### src/rtl/tank_pkg.sv
// Shared object-attribute types for the tank renderer: OAM entry layout, field
// offsets, tile defaults and the span test used by the line scanner.
package tank_pkg;

    localparam int TILE_W_DEF = 32;
    localparam int TILE_H_DEF = 32;

    localparam logic [1:0] OBJ_TYPE_PLAYER = 2'b00;
    localparam logic [1:0] OBJ_TYPE_OPPO   = 2'b01;

    localparam int OFS_COL   = 0;
    localparam int OFS_ROW   = 3;
    localparam int OFS_DIR   = 6;
    localparam int OFS_POS_Y = 8;
    localparam int OFS_POS_X = 18;
    localparam int OFS_EN    = 28;
    localparam int OFS_TYPE  = 29;

    typedef struct packed {
        logic       rsvd;
        logic [1:0] obj_type;
        logic       en;
        logic [9:0] pos_x;
        logic [9:0] pos_y;
        logic [1:0] dir;
        logic [2:0] row;
        logic [2:0] col;
    } oam_entry_t;

    typedef enum logic [1:0] {
        ST_IDLE = 2'd0,
        ST_SCAN = 2'd1,
        ST_DONE = 2'd2
    } scan_state_t;

    // start <= pos < start+len, evaluated in 11 bits so spans near 1023 never wrap
    function automatic logic in_span(input logic [9:0] start_v,
                                     input logic [10:0] pos,
                                     input logic [10:0] len);
        logic [10:0] lo;
        lo = {1'b0, start_v};
        return (lo <= pos) && (pos < (lo + len));
    endfunction

endpackage

### src/rtl/oam_line_scanner_if.sv
// Bus between sync generator / OAM RAM (master side) and the line scanner (slave side).
interface oam_line_scanner_if #(parameter int AW = 3);
    logic          video_on;
    logic [9:0]    x;
    logic [9:0]    y;
    logic [AW-1:0] oam_addr;
    logic [31:0]   oam_rdata;
    logic [31:0]   oam_data;
    logic          obj_hit;
    logic          overflow;

    modport master (
        output video_on, x, y, oam_rdata,
        input  oam_addr, oam_data, obj_hit, overflow
    );

    modport slave (
        input  video_on, x, y, oam_rdata,
        output oam_addr, oam_data, obj_hit, overflow
    );
endinterface

### src/rtl/oam_line_cache.sv
// Double-buffered per-line object cache: the scan appends into the back buffer,
// a swap strobe copies back -> front (entries, count, overflow) in one clock.
module oam_line_cache
    import tank_pkg::*;
#(
    parameter  int CACHE_DEPTH = 4,
    localparam int CW = $clog2(CACHE_DEPTH + 1),
    localparam int IW = $clog2(CACHE_DEPTH)
) (
    input  logic                         clk,
    input  logic                         reset,
    input  logic                         clear_i,
    input  logic                         append_i,
    input  oam_entry_t                   entry_i,
    input  logic                         swap_i,
    output oam_entry_t [CACHE_DEPTH-1:0] front_o,
    output logic [CW-1:0]                front_cnt_o,
    output logic                         front_ovf_o
);

    oam_entry_t [CACHE_DEPTH-1:0] back_q, back_d, front_q, front_d;
    logic [CW-1:0] back_cnt_q, back_cnt_d, front_cnt_q, front_cnt_d;
    logic          back_ovf_q, back_ovf_d, front_ovf_q, front_ovf_d;
    logic          back_full_s;

    assign back_full_s = (back_cnt_q == CW'(CACHE_DEPTH));

    // Back-buffer fill/drop and front-buffer swap
    always_comb begin
        back_d      = back_q;
        back_cnt_d  = back_cnt_q;
        back_ovf_d  = back_ovf_q;
        front_d     = front_q;
        front_cnt_d = front_cnt_q;
        front_ovf_d = front_ovf_q;
        if (clear_i) begin
            back_cnt_d = '0;
            back_ovf_d = 1'b0;
        end else if (append_i) begin
            if (back_full_s) begin
                back_ovf_d = 1'b1;
            end else begin
                back_d[back_cnt_q[IW-1:0]] = entry_i;
                back_cnt_d                 = back_cnt_q + CW'(1);
            end
        end else begin
            back_cnt_d = back_cnt_q;
        end
        if (swap_i) begin
            front_d     = back_q;
            front_cnt_d = back_cnt_q;
            front_ovf_d = back_ovf_q;
        end else begin
            front_cnt_d = front_cnt_q;
        end
    end

    // Cache storage registers
    always_ff @(posedge clk or posedge reset) begin
        if (reset) begin
            back_q      <= '0;
            back_cnt_q  <= '0;
            back_ovf_q  <= 1'b0;
            front_q     <= '0;
            front_cnt_q <= '0;
            front_ovf_q <= 1'b0;
        end else begin
            back_q      <= back_d;
            back_cnt_q  <= back_cnt_d;
            back_ovf_q  <= back_ovf_d;
            front_q     <= front_d;
            front_cnt_q <= front_cnt_d;
            front_ovf_q <= front_ovf_d;
        end
    end

    assign front_o     = front_q;
    assign front_cnt_o = front_cnt_q;
    assign front_ovf_o = front_ovf_q;

endmodule

### src/rtl/oam_line_scanner.sv
// OAM line scanner: hblank scan of OAM into a per-line cache, then per-pixel object select.
// Build option OAM_SCAN_LAST_WINS_EN: highest cache index wins on overlap instead of lowest.
module oam_line_scanner
    import tank_pkg::*;
#(
    parameter int OAM_DEPTH   = 8,
    parameter int CACHE_DEPTH = 4,
    parameter int TILE_W      = TILE_W_DEF,
    parameter int TILE_H      = TILE_H_DEF,
    parameter int H_VISIBLE   = 640,
    parameter int V_TOTAL     = 525
) (
    input logic                clk,
    input logic                reset,
    oam_line_scanner_if.slave  bus
);

    localparam int AW = $clog2(OAM_DEPTH);
    localparam int SW = $clog2(OAM_DEPTH + 1);
    localparam int CW = $clog2(CACHE_DEPTH + 1);

    scan_state_t   state_q, state_d;
    logic [9:0]    x_prev_q;
    logic [9:0]    tgt_q, tgt_d;
    logic [SW-1:0] cnt_q, cnt_d, nxt_cnt_s;
    logic [AW-1:0] addr_q, addr_d;
    logic [31:0]   data_q, data_d;
    logic          hit_q, hit_d;

    logic          hblank_start_s, line_start_s;
    logic          clear_s, append_s, swap_s;
    oam_entry_t    rd_entry_s;

    oam_entry_t [CACHE_DEPTH-1:0] front_s;
    logic [CW-1:0]                front_cnt_s;
    logic                         front_ovf_s;
    logic [CACHE_DEPTH-1:0]       cand_s;
    logic [10:0]                  xn_s;
    logic                         found_s;
    oam_entry_t                   win_s;

    assign hblank_start_s = (bus.x == 10'(H_VISIBLE)) && (x_prev_q != 10'(H_VISIBLE));
    assign line_start_s   = (bus.x == 10'd0) && (x_prev_q != 10'd0);
    assign rd_entry_s     = oam_entry_t'(bus.oam_rdata);
    assign nxt_cnt_s      = cnt_q + SW'(1);

    // FSM and scan datapath registers
    always_ff @(posedge clk or posedge reset) begin
        if (reset) begin
            state_q  <= ST_IDLE;
            x_prev_q <= 10'd0;
            tgt_q    <= 10'd0;
            cnt_q    <= '0;
            addr_q   <= '0;
        end else begin
            state_q  <= state_d;
            x_prev_q <= bus.x;
            tgt_q    <= tgt_d;
            cnt_q    <= cnt_d;
            addr_q   <= addr_d;
        end
    end

    // Next-state logic; triggers outside their state are ignored
    always_comb begin
        state_d = state_q;
        case (state_q)
            ST_IDLE: if (hblank_start_s) state_d = ST_SCAN; else state_d = ST_IDLE;
            ST_SCAN: if (cnt_q == SW'(OAM_DEPTH)) state_d = ST_DONE; else state_d = ST_SCAN;
            ST_DONE: if (line_start_s) state_d = ST_IDLE; else state_d = ST_DONE;
            default: state_d = ST_IDLE;
        endcase
    end

    // Scan outputs: address walk, target latch, cache strobes
    always_comb begin
        tgt_d    = tgt_q;
        cnt_d    = '0;
        addr_d   = '0;
        clear_s  = 1'b0;
        append_s = 1'b0;
        swap_s   = 1'b0;
        case (state_q)
            ST_IDLE: begin
                if (hblank_start_s) begin
                    tgt_d   = (bus.y == 10'(V_TOTAL - 1)) ? 10'd0 : bus.y + 10'd1;
                    clear_s = 1'b1;
                end else begin
                    tgt_d = tgt_q;
                end
            end
            ST_SCAN: begin
                // RAM read latency: the word seen at count k belongs to address k-1
                append_s = (cnt_q != '0) && rd_entry_s.en
                           && in_span(rd_entry_s.pos_y, {1'b0, tgt_q}, 11'(TILE_H));
                if (cnt_q == SW'(OAM_DEPTH)) begin
                    cnt_d = '0;
                end else begin
                    cnt_d  = nxt_cnt_s;
                    addr_d = (nxt_cnt_s < SW'(OAM_DEPTH)) ? nxt_cnt_s[AW-1:0] : '0;
                end
            end
            ST_DONE: swap_s = line_start_s;
            default: tgt_d = tgt_q;
        endcase
    end

    oam_line_cache #(.CACHE_DEPTH(CACHE_DEPTH)) u_cache (
        .clk         (clk),
        .reset       (reset),
        .clear_i     (clear_s),
        .append_i    (append_s),
        .entry_i     (rd_entry_s),
        .swap_i      (swap_s),
        .front_o     (front_s),
        .front_cnt_o (front_cnt_s),
        .front_ovf_o (front_ovf_s)
    );

    assign xn_s = {1'b0, bus.x} + 11'd1;

    // Pixel select one pixel ahead so the registered result lines up with x
    always_comb begin
        found_s = 1'b0;
        win_s   = '0;
        for (int i = 0; i < CACHE_DEPTH; i++) begin
            cand_s[i] = (CW'(i) < front_cnt_s) && in_span(front_s[i].pos_x, xn_s, 11'(TILE_W));
        end
`ifdef OAM_SCAN_LAST_WINS_EN
        for (int i = 0; i < CACHE_DEPTH; i++) begin
`else
        for (int i = CACHE_DEPTH - 1; i >= 0; i--) begin
`endif
            if (cand_s[i]) begin
                found_s = 1'b1;
                win_s   = front_s[i];
            end else begin
                found_s = found_s;
            end
        end
        if (found_s && bus.video_on) begin
            data_d = win_s;
            hit_d  = 1'b1;
        end else begin
            data_d = 32'd0;
            hit_d  = 1'b0;
        end
    end

    // Registered renderer outputs
    always_ff @(posedge clk or posedge reset) begin
        if (reset) begin
            data_q <= 32'd0;
            hit_q  <= 1'b0;
        end else begin
            data_q <= data_d;
            hit_q  <= hit_d;
        end
    end

    assign bus.oam_addr = addr_q;
    assign bus.oam_data = data_q;
    assign bus.obj_hit  = hit_q;
    assign bus.overflow = front_ovf_s;

endmodule

### src/flat_wrapper.sv
// flat-port wrapper written by rule: the top's interface ports become plain ports
module oam_line_scanner_flat import tank_pkg::*;
#(
    parameter int OAM_DEPTH   = 8,
    parameter int CACHE_DEPTH = 4,
    parameter int TILE_W      = TILE_W_DEF,
    parameter int TILE_H      = TILE_H_DEF,
    parameter int H_VISIBLE   = 640,
    parameter int V_TOTAL     = 525
)
  (clk, reset, bus_video_on, bus_x, bus_y, bus_oam_rdata, bus_oam_addr, bus_oam_data, bus_obj_hit, bus_overflow);
  oam_line_scanner_if #(.AW(3)) bus_i ();
  input logic clk;
  input logic reset;
  input wire logic [$bits(bus_i.video_on)-1:0] bus_video_on;
  input wire logic [$bits(bus_i.x)-1:0] bus_x;
  input wire logic [$bits(bus_i.y)-1:0] bus_y;
  input wire logic [$bits(bus_i.oam_rdata)-1:0] bus_oam_rdata;
  output wire logic [$bits(bus_i.oam_addr)-1:0] bus_oam_addr;
  output wire logic [$bits(bus_i.oam_data)-1:0] bus_oam_data;
  output wire logic [$bits(bus_i.obj_hit)-1:0] bus_obj_hit;
  output wire logic [$bits(bus_i.overflow)-1:0] bus_overflow;
  assign bus_i.video_on = bus_video_on;
  assign bus_i.x = bus_x;
  assign bus_i.y = bus_y;
  assign bus_i.oam_rdata = bus_oam_rdata;
  assign bus_oam_addr = bus_i.oam_addr;
  assign bus_oam_data = bus_i.oam_data;
  assign bus_obj_hit = bus_i.obj_hit;
  assign bus_overflow = bus_i.overflow;
  oam_line_scanner #(.OAM_DEPTH(OAM_DEPTH), .CACHE_DEPTH(CACHE_DEPTH), .TILE_W(TILE_W), .TILE_H(TILE_H), .H_VISIBLE(H_VISIBLE), .V_TOTAL(V_TOTAL)) u_core (.clk(clk), .reset(reset), .bus(bus_i));
endmodule
### config.mk
export PLATFORM = sky130hd
export DESIGN_NAME = oam_line_scanner_flat
export DESIGN_NICKNAME = d
export VERILOG_FILES = /design/src/rtl/tank_pkg.sv /design/src/rtl/oam_line_scanner_if.sv /design/src/rtl/oam_line_cache.sv /design/src/rtl/oam_line_scanner.sv /design/src/flat_wrapper.sv
export SDC_FILE = /design/constraint.sdc
export NUM_CORES = 1
export LEC_CHECK = 0
export BUFFER_PORTS_ARGS = -buffer_cell sky130_fd_sc_hd__buf_4
export CAP_MARGIN = 20
export CORE_UTILIZATION = 60
export DETAILED_ROUTE_END_ITERATION = 7
export GPL_TIMING_DRIVEN = 0
export PLACE_DENSITY_LB_ADDON = 0.12
export SLEW_MARGIN = 20
export SYNTH_ARGS = -nofsm -noshare
export SYNTH_HDL_FRONTEND = slang
export SYNTH_SLANG_ARGS = --single-unit
### constraint.sdc
create_clock -name clk -period 10.82 [get_ports clk]
set_input_delay 0.541 -clock clk [delete_from_list [all_inputs] [get_ports clk]]
set_output_delay 0.541 -clock clk [all_outputs]
set_load 0.01 [all_outputs]
# After elaboration in Yosys (flattened, before gate mapping)
# Index checks and enable logic that the tools add are counted.
# op_classes
magnitude_cmp,17
n_mul,0
addsub,9
n_shift,0
n_eq_ne,8
n_div,0
muxes,33
bitwise,2
reduce_logical,25
# op_table
operator,n
$mux 32,6
$bwmux 128,1
$demux 32 s2,1
$add 10x6->11 const B,5
$le 10x11->1,4
$lt 11x11->1,4
$eq 10x10->1 const B,2
$mux 3,6
$logic_and 1x1->1,15
$mux 1,13
$add 10x1->11 const B,1
$lt 10x11->1,1
$add 10x1->10 const B,1
$le 10x10->1,1
$logic_not 10->1,1
$mux 10,1
$ne 10x10->1 const B,1
$reduce_bool 10->1,1
$mux 4,2
$lt 1x3->1 const A,2
$lt 2x3->1 const A,2
$pmux 2 s3,1
$reduce_and 2->1,3
$add 4x1->4 const B,1
15 further kinds,18
# word_totals
reg_bits,326
mem_bits_rw,0
latch_bits,0
romBits,0
n_memories,0
output_inout_bits,37

# Depth between registers and ports, before layout
# depth
ltp_word,10
ltp_mapped,17

# Modules after synthesis
# A second synthesis with hierarchy kept.
# unflattened
hier_cells,1269
hier_area_um2,16278.1
# by_module_without_submodules
module,cells_each,n_inst,area_each_um2
oam_line_cache,575,1,10084.7
oam_line_scanner,694,1,6193.4

# Least setup slack after synthesis
# Ideal clock, no wire load.
# synth_timing
path_kind,in2reg
startpoint,input port bus_x[0]
endpoint,register u_core.data_q[26] (netlist: u_core.bus.oam_data[26])
cell_stages,16
arrival_ns,3.999
setup_slack_ns,6.710
path_buffers,2
required_ns,10.709
path_cell_list,ha_1 > and3_1 > buf_2 > xnor2_1 > inv_1 > ha_1 > or3_1 > o21ai_0 > a221oi_1 > or4_1 > a22oi_1 > o21ai_0 > nor3_4 > buf_4 > o211ai_1 > a2111oi_2
# synth_between
elab_chain_len,10
word_cells_on_any_way,27
classes_between,add/sub (1); order compare (8); mux (9); reduce/logical (9)
# synth_rtl
element,line,source
from (decl),flat_wrapper.sv:16,input wire logic [$bits(bus_i.x)-1:0] bus_x;
$add 10x1->11 (*),oam_line_scanner.sv:120,"assign xn_s = {1'b0, bus.x} + 11'd1;"
$le 10x11->1 / $lt 11x11->1 (equally long branches),tank_pkg.sv:42,return (lo <= pos) && (pos < (lo + len));
$logic_and 1x1->1,tank_pkg.sv:42,
$logic_and 1x1->1,oam_line_scanner.sv:127,"cand_s[i] = (CW'(i) < front_cnt_s) && in_span(front_s[i].pos_x, xn_s, 11'(TILE_W));"
$mux 1 (4 in series),oam_line_scanner.sv:134,if (cand_s[i]) begin
$logic_and 1x1->1,oam_line_scanner.sv:141,if (found_s && bus.video_on) begin
$mux 32 (*),oam_line_scanner.sv:141,
named net u_core.data_d[26],oam_line_scanner.sv:27,"logic [31:0] data_q, data_d;"
to (signal assigned),oam_line_scanner.sv:156,data_q <= data_d;
to (decl),oam_line_scanner.sv:27,
# Mark *: on every way through the listed nets, which the timed path passes. The rest lies on a longest branch.
# A chain may end at the register's enable or synchronous reset.

# Worst setup path after layout
# layout_timing
startpoint,input port bus_x[0]
endpoint,register u_core.data_q[11] (netlist: u_core.bus.oam_data[11])
# The elaborated chain is that of the path after synthesis.

==> metrics.md <==
| Metric | Value |
|---|---|
| Largest net degree at the start of global routing | `101` |
| Total wire length | `40,500 um` |
| Area grow syn2layout | `14.1%` |
| Clock Pin Slew Worst Setup and Hold Paths | `60 ps` |
| Total of max-cap violations | `0` |
| Fraction of layout cells with a size suffix above 1 | `0.311` |
| Core Area | `0.0270 mm2` |
| Mapped Area | `0.0166 mm2` |
| Sequential power share | `0.469` |
| P_int | `2000 uW` |
| Ranking of synthesized cells by area | `dfrtp_1 49%, mux2_2 16%, ha_1 6.0%` |
| Initial antenna violation count | `0` |
| Clk_skew | `17.3 ps` |
| Area leader, netlist | `dfrtp_1` |
| Power per standard cell area | `139 mW/mm2` |
| Yosys Warn Count | `0` |
| DIE AREA | `0.0284 mm2` |
| Routed vias | `11,500` |
| Sequential area share after synthesis | `0.491` |
| Die Width | `168 um` |
| Average wire per standard cell | `21.7 um` |
| Cell Count, Final, Fillers Out | `1,868` |
| Mean Syn Cell Area | `12.1 um2` |
| Critical Path AT | `5300 ps` |
| Worst skew pair latency | `530 ps` |
| R2r worst-path depth | `11` |
| CP max FO | `10` |
| WHS | `29.9 ps` |
| First-pass GRT wire length | `65,800 um` |
| Fin. Hold Viols | `0` |
| Yosys cell types | `82` |
| Clock network power share | `0.453` |
| Status | `completed` |
| Maximum vdd drop | `130 uV` |
| Top_reg_cell synth | `dfrtp_1` |
| Placed cell count | `1,806` |
| PortBufs | `91` |
| Final worst path period need | `4920 ps` |
| Final setup viols | `0` |
| TritonCTS Sinks | `326` |
| Period utilisation layout | `0.454` |
| Placed wire-length estimate | `28,200 um` |
| CTS Buf Count | `36` |
| # DRC | `0` |
| Setup bufs post-CTS | `0` |
| Worst r2r src | `u_core.tgt_q[1]$_DFFE_PP0P_` |
| Nets | `1,637` |
| Switching power | `626 uW` |
| Total track usage | `0.301` |
| Initial DRC Count | `698` |
| CTS tree | `yes` |
| Global route total overflow | `0` |
| CP Launch Type | `input port` |
| Worst min path class | `input port to async pin` |
| Max-Slew Margin vs Limit | `0.347` |
| Mapped Nets | `1,505` |
| Worst Tran Pin Value | `977 ps` |
| # H-tree levels | `2` |
| Static Leak | `0.00902 uW` |
| Synth top area share | `0.491` |
| Synth cell count leaders | `326 x dfrtp_1, 235 x mux2_2, 79 x ha_1, 67 x inv_1, 66 x nand2_1` |
| Crit. End Element | `register` |
| Yosys reg bits | `326` |
| I/O pins | `92` |
| Unrepaired setup endpoints after global routing | `false` |
| Fin. max-slew vios | `0` |
| ANT nets after route | `0` |
| CTS Root Buffer Type | `clkbuf_16` |
| Crit Path Category | `input port to register` |
| Reg-to-reg endpoint | `u_core.u_cache.back_q[42]$_DFFE_PP0P_` |
| CTS Hold Bufs | `0` |
| Initial Utilization | `0.615` |
| Gpl congestion | `0.905` |
| TritonRoute pass-1 iters | `7` |
| Sw Share | `0.238` |
| Count leader, synth | `dfrtp_1` |
| Vias per cell | `6.17` |
| Max Fclk | `203 MHz` |
| Number of global-route vias before repair | `12,000` |
| CP required | `11,200 ps` |
| Asr flop ratio synth | `1.00` |
| Post-synth EDFFs | `0` |
| Clock buffer depth | `3` |
| Cts repair resizes | `0` |
| Antenna diodes | `0` |
| Comb power frac | `0.078` |
| Row cnt | `60` |
| Die height | `168 um` |
| Flop2flop setup slack | `6730 ps` |
| Mapped Cells | `1,371` |
[sequential cells by signal, summed over array words and instances, names as in the netlist]
register / count
u_core.u_cache.back_q: 128
u_core.u_cache.front_o: 128
u_core.bus.oam_data: 32
u_core.tgt_q: 10
u_core.x_prev_q: 10
u_core.cnt_q: 4
u_core.bus.oam_addr: 3
u_core.u_cache.back_cnt_q: 3
u_core.u_cache.front_cnt_o: 3
u_core.state_q: 2
u_core.bus.obj_hit: 1
u_core.u_cache.back_ovf_q: 1
u_core.u_cache.front_ovf_o: 1
[cell families (layout without fill, tap and decap cells)]
| group | count (synthesis) | in the layout | synth area share |
|---|---|---|---|
| xor gates and xnor gates | 36 | 36 | 0.0198 |
| muxes | 270 | 270 | 0.180 |
| DFF | 326 | 326 | 0.491 |
| buffers and inverters | 151 | 307 | 0.0420 |
| adders and majority gates | 81 | 81 | 0.0607 |
| and+or+nand+nor | 255 | 255 | 0.0848 |
| AOI/OAI and AO/OA | 252 | 252 | 0.121 |
[layout make-up]
class,instances,area [um2]
fill,1967,8070
timing repair buffer,94,766
sequential,326,8160
tap,341,427
multi-input combinational,894,7760
buffer,84,447
clock buffer,54,1010
inverter,67,259
clock inverter,8,134
[cell usage in the layout (no fill, tap or decap), types with 19 or more instances in the layout]
master,Yosys,layout
dfrtp_1,326,326
mux2_2,235,235
buf_4,11,102
ha_1,79,79
nand2_1,66,66
inv_1,67,66
clkbuf_1,39,54
o21ai_0,51,51
nand2b_1,40,40
clkbuf_16,0,37
mux2i_1,35,35
o211ai_1,34,34
a31oi_1,34,34
nand3_1,33,33
a2111oi_2,30,30
nor2_1,26,26
a21oi_1,24,24
buf_2,23,23
xor2_1,19,19
[worst max path at each step]
stage / from / endpoint / slack (ps)
4_1_cts: bus_x[0] / u_core.bus.oam_data[31]$_DFF_PP0_ / 6020
3_3_place_gp: reset / u_core.bus.oam_data[21]$_DFF_PP0_ / -2020
2_1_floorplan: reset / u_core.bus.oam_addr[0]$_DFF_PP0_ / 1250
5_1_grt: bus_x[0] / u_core.bus.oam_data[11]$_DFF_PP0_ / 5700
6_report: bus_x[0] / u_core.bus.oam_data[11]$_DFF_PP0_ / 5900
3_5_place_dp: bus_x[0] / u_core.bus.oam_data[31]$_DFF_PP0_ / 5520
[metrics by stage]
stage                     setup WS (ps)  setup TNS, ps  utilization  power [uW]  area [um2]
after floorplan                    1250              0            -        1380       16600
after global placement            -2020        -645190        0.656        1450       17700
after detailed placement           5520              0        0.659        1460       17800
after CTS                          6020              0        0.701        2650       19000
after global routing               5700              0        0.701        2710       19000
final                              5900              0        0.701        2630       19000
[layer usage]
metal  track usage  vias up  wire length [um]
li1              -     5234                 -
met1         0.404     5820             17400
met2         0.494      375             19300
met3        0.0475       99              2370
met4         0.113        0              1440
met5             0        -                 0
[critical path, cell delays in order]
cell,delay (ps)
buf_4,170
ha_1,260
and3_1,190
buf_2,160
xnor2_1,440
inv_1,240
ha_1,370
or2_2,290
a21oi_1,140
a21oi_1,60
maj3_1,400
a21o_1,200
o2111a_1,150
nor3_2,480
clkbuf_1,520
a31oi_1,200
a2111oi_2,450
[power by group through the flow]
| stage | clock [uW] | combinational [uW] | sequential, uW |
|---|---|---|---|
| after detailed placement | 0 | 205 | 1250 |
| final | 1190 | 206 | 1230 |
| after global routing | 1250 | 227 | 1230 |
| after global placement | 0 | 197 | 1250 |
| after CTS | 1210 | 207 | 1230 |
| after floorplan | 0 | 127 | 1250 |
(Power assumes the default switching activity.)
